**src/rtl/result_mem_arbiter.sv**
```systemverilog
// Single-port scheduler for the grayscale result memory. Shares one memory
// port between the display prefetch FIFO and the processor load/store port.
// Display refill wins when the FIFO is nearly empty, otherwise the CPU wins.
module result_mem_arbiter #(
  parameter int ADDR_W     = 19,
  parameter int DATA_W     = 8,
  parameter int NUM_PIX    = 307200,
  parameter int FIFO_DEPTH = 4,
  parameter int URGENT     = 2
) (
  input  logic              clk,
  input  logic              rst,
  input  logic              frame_start,
  input  logic              pix_pop,
  output logic [DATA_W-1:0] pix_data,
  output logic              pix_valid,
  output logic              underflow,
  input  logic              cpu_req,
  input  logic              cpu_we,
  input  logic [ADDR_W-1:0] cpu_addr,
  input  logic [DATA_W-1:0] cpu_wdata,
  output logic              cpu_gnt,
  output logic              cpu_rvalid,
  output logic [DATA_W-1:0] cpu_rdata,
  output logic [ADDR_W-1:0] mem_addr,
  output logic              mem_we,
  output logic [DATA_W-1:0] mem_wdata,
  input  logic [DATA_W-1:0] mem_rdata
);

  localparam int PTR_W = $clog2(FIFO_DEPTH);
  localparam int CNT_W = PTR_W + 1;

  // Who owns the data coming back on mem_rdata this cycle.
  typedef enum logic [1:0] {
    OWN_NONE = 2'd0,
    OWN_DISP = 2'd1,
    OWN_CPU  = 2'd2
  } owner_t;

  owner_t            owner_q;
  owner_t            owner_d;

  logic [DATA_W-1:0] fifo_mem [FIFO_DEPTH];
  logic [PTR_W-1:0]  rd_ptr;
  logic [PTR_W-1:0]  wr_ptr;
  logic [CNT_W-1:0]  count;
  logic [ADDR_W-1:0] fetch_addr;
  logic              fetch_done;
  logic [ADDR_W-1:0] last_addr;
  logic [DATA_W-1:0] last_pix;
  logic              underflow_q;

  logic              restart;
  logic              inflight;
  int                occupancy;
  logic              disp_eligible;
  logic              disp_urgent;
  logic              issue_disp;
  logic              push;
  logic              pop_ok;

  // A restart (reset or new frame) blocks issue and discards display returns.
  assign restart  = rst | frame_start;
  assign inflight = (owner_q == OWN_DISP);

  // Display eligibility counts entries already stored plus the one returning.
  always_comb begin
    occupancy     = int'(count) + int'(inflight);
    disp_eligible = !fetch_done && (occupancy < FIFO_DEPTH);
    disp_urgent   = disp_eligible && (occupancy < URGENT);
  end

  // Per-cycle arbitration: urgent display, then CPU, then opportunistic display.
  always_comb begin
    // NOTE: every output of this block gets a default first, so no path can
    // leave a signal unassigned and infer a latch.
    issue_disp = 1'b0;
    cpu_gnt    = 1'b0;
    mem_we     = 1'b0;
    mem_addr   = last_addr;
    mem_wdata  = '0;
    owner_d    = OWN_NONE;
    if (restart) begin
      issue_disp = 1'b0;
    end else if (disp_urgent) begin
      issue_disp = 1'b1;
      mem_addr   = fetch_addr;
      owner_d    = OWN_DISP;
    end else if (cpu_req) begin
      cpu_gnt  = 1'b1;
      mem_addr = cpu_addr;
      mem_we   = cpu_we;
      if (cpu_we) begin
        mem_wdata = cpu_wdata;
      end else begin
        owner_d = OWN_CPU;
      end
    end else if (disp_eligible) begin
      issue_disp = 1'b1;
      mem_addr   = fetch_addr;
      owner_d    = OWN_DISP;
    end
  end

  // FIFO push/pop qualification; a restart cycle ignores both.
  assign push   = (owner_q == OWN_DISP) && !restart;
  assign pop_ok = pix_pop && (count != '0) && !restart;

  // FIFO storage; entries are only ever read after being written.
  always_ff @(posedge clk) begin
    // NOTE: the data array has no reset; pointers and count alone define
    // which entries are meaningful, so clearing the storage is unnecessary.
    if (push) begin
      fifo_mem[wr_ptr] <= mem_rdata;
    end
  end

  // Control state: pointers, count, fetch address, sticky underflow.
  always_ff @(posedge clk) begin
    // NOTE: sequential state uses non-blocking assignments so every register
    // samples the pre-edge values regardless of statement order.
    if (restart) begin
      rd_ptr      <= '0;
      wr_ptr      <= '0;
      count       <= '0;
      fetch_addr  <= '0;
      fetch_done  <= 1'b0;
      underflow_q <= 1'b0;
    end else begin
      if (push) begin
        wr_ptr <= wr_ptr + 1'b1;
      end
      if (pop_ok) begin
        rd_ptr <= rd_ptr + 1'b1;
      end
      case ({push, pop_ok})
        2'b10:   count <= count + 1'b1;
        2'b01:   count <= count - 1'b1;
        default: count <= count;
      endcase
      if (pix_pop && (count == '0)) begin
        underflow_q <= 1'b1;
      end
      if (issue_disp) begin
        fetch_addr <= fetch_addr + 1'b1;
        if (fetch_addr == ADDR_W'(NUM_PIX - 1)) begin
          fetch_done <= 1'b1;
        end
      end
    end
  end

  // Return ownership, held address for idle cycles, last popped pixel.
  always_ff @(posedge clk) begin
    if (rst) begin
      owner_q   <= OWN_NONE;
      last_addr <= '0;
      last_pix  <= '0;
    end else begin
      owner_q <= owner_d;
      if (issue_disp || cpu_gnt) begin
        last_addr <= mem_addr;
      end
      if (pop_ok) begin
        last_pix <= fifo_mem[rd_ptr];
      end
    end
  end

  assign pix_valid  = (count != '0);
  assign pix_data   = pix_valid ? fifo_mem[rd_ptr] : last_pix;
  assign underflow  = underflow_q;
  assign cpu_rvalid = (owner_q == OWN_CPU);
  assign cpu_rdata  = cpu_rvalid ? mem_rdata : '0;

endmodule
```
**config.mk**
```make
export PLATFORM = sky130hd
export DESIGN_NAME = result_mem_arbiter
export DESIGN_NICKNAME = d
export VERILOG_FILES = /design/src/rtl/result_mem_arbiter.sv
export SDC_FILE = /design/constraint.sdc
export NUM_CORES = 1
export LEC_CHECK = 0
export CORE_MARGIN = 5
export CORE_UTILIZATION = 54
export DETAILED_ROUTE_END_ITERATION = 10
export PLACE_DENSITY = 0.86
export SLEW_MARGIN = 20
export SYNTH_ARGS = -nofsm -noshare
export SYNTH_HDL_FRONTEND = slang
export SYNTH_SLANG_ARGS = --single-unit
```
**constraint.sdc**
```tcl
create_clock -name clk -period 4.6 [get_ports clk]
set_input_delay 0.69 -clock clk [delete_from_list [all_inputs] [get_ports clk]]
set_output_delay 0.69 -clock clk [all_outputs]
set_load 0.01 [all_outputs]
```
# Yosys cells after proc, flatten, opt, wreduce, memory -nomap -nowiden
# Memories as Yosys holds them, arrays and structs flattened. A register that Yosys moved wholly into a read port is not among the register bits.
# Index checks and enable logic that the tools add are counted.
[classes]
bitwise = 1
eq_ne = 5
order_cmp = 2
muxes = 29
reduce_logical = 15
add_sub_neg = 6
[op_table]
columns = ["cell", "count"]
rows = [
  ["$mux W19", 4],
  ["$mux W8", 6],
  ["$add A19 B1 Y19 const B", 1],
  ["$eq A19 B19 Y1 const B", 1],
  ["$mux W1", 14],
  ["$mux W2", 4],
  ["$logic_and A1 B1 Y1", 6],
  ["$pmux W3 S2", 1],
  ["$add A2 B1 Y2 const B", 2],
  ["$add A3 B1 Y4", 1],
  ["$eq A2 B1 Y1 const B", 2],
  ["$eq A2 B2 Y1 const B", 2],
  ["$lt A4 B2 Y1 const B", 1],
  ["$lt A4 B3 Y1 const B", 1],
  ["$add A3 B1 Y3 const B", 1],
  ["$logic_not A3 Y1", 1],
  ["$reduce_bool A3 Y1", 1],
  ["$reduce_or A3 Y1", 1],
  ["$sub A3 B1 Y3 const B", 1],
  ["$logic_not A1 Y1", 2],
  ["$reduce_and A2 Y1", 1],
  ["$reduce_bool A2 Y1", 1],
  ["$reduce_or A2 Y1", 1],
  ["$logic_or A1 B1 Y1", 1],
  ["$or A1 B1 Y1", 1],
]
[totals]
elab_cells = 69
output_inout_bits = 48
mem_bits_rw = 32
regBits = 57
input_bits = 41
memories = 1
[mem_list]
columns = ["name", "depth", "width", "read_ports", "rd_ports_with_merged_regs", "write_ports", "line", "source"]
rows = [
  ["fifo_mem", 4, 8, 1, 1, 1, "44", "logic [DATA_W-1:0] fifo_mem [FIFO_DEPTH];"],
]

# Depth between registers and ports, before layout
[logic_depth]
ltp_word = 9
mapped_depth = 10
mapped_depth_nobuf = 10

# Worst setup path after synthesis
# OpenSTA, ideal clock, no wires.
[synth_timing]
path_type = "reg-to-output"
from = "register owner_q[0]"
to = "output mem_addr[0]"
arrival_ps = 2042
path_buffers = 1
required_time_ps = 3910
slack_ps = 1868
stages_incl_launch_ff = 10
path_cell_list = "dfxtp_1 -> nor2b_1 -> clkbuf_1 -> and2_1 -> ha_1 -> xnor2_2 -> o2111a_2 -> or2_4 -> inv_6 -> a221o_1"
[synth_via]
elab_chain_len = 8
word_cells_on_any_way = 10
classes_between = "add/sub (1); order compare (2); eq/ne (1); mux (4); reduce/logical (2)"
[synth_lines]
columns = ["element", "line", "source"]
rows = [
  ["from (decl)", "41", "owner_t owner_q;"],
  ["from (signal assigned)", "161", "owner_q <= owner_d;"],
  ["$eq A2 B1 Y1 *", "65", "assign inflight = (owner_q == OWN_DISP);"],
  ["$add A3 B1 Y4 *", "69", "occupancy = int'(count) + int'(inflight);"],
  ["$lt A4 B3 Y1", "70", "disp_eligible = !fetch_done && (occupancy < FIFO_DEPTH);"],
  ["$logic_and A1 B1 Y1", "70", ""],
  ["$mux W19", "99", "end else if (disp_eligible) begin"],
  ["$mux W19", "90", "end else if (cpu_req) begin"],
  ["$mux W19 *", "86", "end else if (disp_urgent) begin"],
  ["$mux W19 *", "84", "if (restart) begin"],
  ["to (decl)", "25", "output logic [ADDR_W-1:0] mem_addr,"],
]
# Mark *: on every way between the ends. The rest lies on a longest branch, timed or not.

# Final worst setup path
[layout_timing]
from = "register owner_q[0]"
to = "output mem_addr[11]"
# The elaborated chain is that of the path after synthesis.

==> results.py <==
metrics = {
    "routing": {
        "routed-wl-met3_um": 759,
        "highest_layer": "met4",
        "drt-total-wl_um": 10800,
        "vias": 3756,
        "vias_per_cell": 5.92,
        "wire_per_inst_um": 17.1,
        "met2_length_um": 5300,
        "drc_errors": 0,
        "drt_pass1_iterations": 5,
        "drtAntennaViolNets": 0,
        "wl_met1_um": 4570,
        "drtIter0Drc": 230,
    },
    "cts": {
        "cts_buffers": 9,
        "cts_resized": 0,
        "cts_buffer_depth": 2,
        "cts_setup_buffers": 0,
        "h-tree-depth": 3,
        "clock_sinks": 91,
        "hold_buffers": 0,
        "clk_latency_ps": 350,
        "cts_root_buffer": "clkbuf_8",
        "clkSlewWorstSetupHoldPaths_ps": 90,
        "tritoncts": "done",
    },
    "timing": {
        "finalCritPeriodShare": 0.910,
        "drv_slew": 0,
        "skew_ps": 11.5,
        "hold_violations": 0,
        "period_minus_slack_ps": 4190,
        "timing.setup.tns_ps": 0,
        "relSlewSlack": 0.300,
        "max_freq_mhz": 239,
        "tightest_slew_ps": 1050,
        "setup_slack_ps": 414,
        "rsz0062_at_grt": "no",
        "finalSetupViolCount": 0,
    },
    "global_route": {
        "grt_max_degree": 26,
        "first_global_vias": 3572,
        "grt_usage": 0.218,
        "antenna_found_initial": 0,
        "grt-ovfl-total": 0,
        "grt_first_pass_wirelength_um": 17400,
    },
    "die": {
        "die_area_mm2": 0.00993,
        "initial_core_util": 0.559,
        "die_h_um": 99.7,
        "row_count": 32,
        "die_w_um": 99.7,
        "io_pins": 89,
        "coreArea_mm2": 0.00777,
    },
    "power_and_ir_drop": {
        "p_comb_frac": 0.060,
        "seqPwrFrac": 0.550,
        "p_total_mw": 1.53,
        "p_clk_frac": 0.391,
        "p_leak_nw": 1.95,
        "netSwitchingPower_uw": 335,
        "p_sw_frac": 0.219,
        "intPower_mw": 1.19,
        "peakVddDrop_mv": 0.200,
        "power_density_mw_per_mm2": 278,
    },
    "layout": {
        "multi_input_area_mm2": 0.00197,
        "finalNonFillerCells": 634,
        "seq_area_mm2": 0.00214,
        "final_common_cell": "clkdlybuf4s50_1",
        "fill_cells": 565,
        "final_cell_mix": "88 x clkdlybuf4s50_1, 66 x nand2_1, 59 x dfxtp_1, 38 x o21ai_0, 32 x edfxtp_1",
        "final_nets": 576,
        "final_core_utilization": 0.708,
        "drive_gt1_frac": 0.0789,
        "syn2layout_area_growth_pct": 26.7,
        "antenna_cells": 0,
    },
    "hold_path": {
        "hp-class": "register to register",
        "hold_depth": 2,
    },
    "critical_path": {
        "criticalPathCategory": "register to output port",
        "critPathMaxFanout": 23,
        "startpoint_type": "register",
        "cp.required_ps": 3910,
        "crit_arrival_ps": 3500,
        "end_kind": "output port",
        "path_cells": "nor2b_1 -> and2_1 -> ha_1 -> nand2_1 -> o2111ai_2 -> nor3_1 -> a221o_1 -> clkdlybuf4s50_1",
        "cpPeakStageDelay_ps": 550,
        "critical-path-slowest-cell": "o2111ai_2",
        "r2r_cells": 8,
    },
    "synth": {
        "yosysWarnings": 0,
        "yosysTopAreaCellShare": 0.272,
        "synth.distinct_cells": 52,
        "ys_seq_area_frac": 0.494,
        "synth_top_area_cell": "dfxtp_1",
        "async_flop_share": 0,
        "synthesis.area_mm2": 0.00434,
        "syn_nets": 497,
        "synth-edff-count": 32,
        "synth_flop_cell": "dfxtp_1",
        "synth_cells": 448,
        "syn_avg_cell_area_um2": 9.69,
        "synthTopCellsByArea": "dfxtp_1 27%, edfxtp_1 22%, nand2_1 5.7%",
        "synth_seq_cells": 91,
    },
    "placed_design": {
        "dpl.cell_count": 618,
        "gp_congestion": 0.834,
        "post-dp-hpwl_um": 7700,
        "place.port_buffers": 88,
        "place_ws_ps": 783,
    },
    "status": {
        "status": "completed",
    },
    "job": {
        "cap_violations": 0,
    },
}
final timing paths:
kind	startpoint	slack, ps	to
setup / recovery	owner_q[0]$_SDFF_PP0_	410	mem_addr[11]
setup reg to reg	owner_q[0]$_SDFF_PP0_	1580	fetch_addr[5]$_SDFFE_PP0P_
hold / removal	last_addr[8]$_SDFFE_PP0P_	480	last_addr[8]$_SDFFE_PP0P_
hold reg to reg	last_addr[8]$_SDFFE_PP0P_	480	last_addr[8]$_SDFFE_PP0P_
critical path, delay by kind of cell (launching register included):
kind	cells	cell delay [ps]
and+or+nand+nor	4	1260
AOI/OAI and AO/OA	2	710
buffers and inverters	1	530
DFF	1	370
adders and majority gates	1	260
sequential cells by signal, summed over array words and instances (netlist names), 2 cells and up, named ones only:
| register | count |
|---|---|
| fifo_mem | 32 |
| wr_ptr | 2 |
| last_pix | 8 |
| last_addr | 19 |
| owner_q | 2 |
| fetch_addr | 19 |
| rd_ptr | 2 |
| count | 3 |
layout make-up:
| type | count | share of cell area |
|---|---|---|
| Timing Repair Buffer | 93 | 0.167 |
| Clock buffer | 9 | 0.0225 |
| Tap cell | 102 | 0.0232 |
| Sequential cell | 91 | 0.390 |
| Clock inverter | 7 | 0.0180 |
| Inverter | 30 | 0.0214 |
| Multi-Input combinational cell | 302 | 0.358 |
logic make-up after synthesis:
group           after synthesis  share of synthesized area
mux                          16                     0.0600
buf+inv                      55                     0.0539
xor+xnor                      7                     0.0159
compound gates               86                      0.132
fa+ha+maj                     8                     0.0248
simple gates                185                      0.220
flops                        91                      0.494
power groups by stage:
| stage | clock, mW | sequential [mW] | combinational, mW |
|---|---|---|---|
| floorplan | 0 | 0.857 | 0.0346 |
| global placement | 0 | 0.857 | 0.0862 |
| detailed placement | 0 | 0.858 | 0.0898 |
| CTS | 0.601 | 0.839 | 0.0907 |
| global route | 0.638 | 0.840 | 0.0987 |
| finish | 0.596 | 0.839 | 0.0915 |
stage by stage:
stage | hold slack [ps] | area (µm²)
floorplan | 446 | 4340
global placement | 460 | 5270
detailed placement | 466 | 5270
CTS | 482 | 5500
global route | 499 | 5500
finish | 484 | 5500
cells in the mapped netlist (all sizes together) (9+ instances only):
library cell	number
edfxtp	32
o21ai	38
nand3	23
nand2	66
or3	11
dfxtp	59
a21oi	13
nor2	20
clkbuf	16
buf	9
and3	16
inv	30
and2	11
o22a	15
routing by layer:
metal | vias to the layer above | track usage
met5 | - | 0
met4 | 0 | 0.0819
met3 | 21 | 0.0379
met2 | 165 | 0.364
met1 | 1806 | 0.283
li1 | 1764 | -
Power figures use the tool's default switching activity.
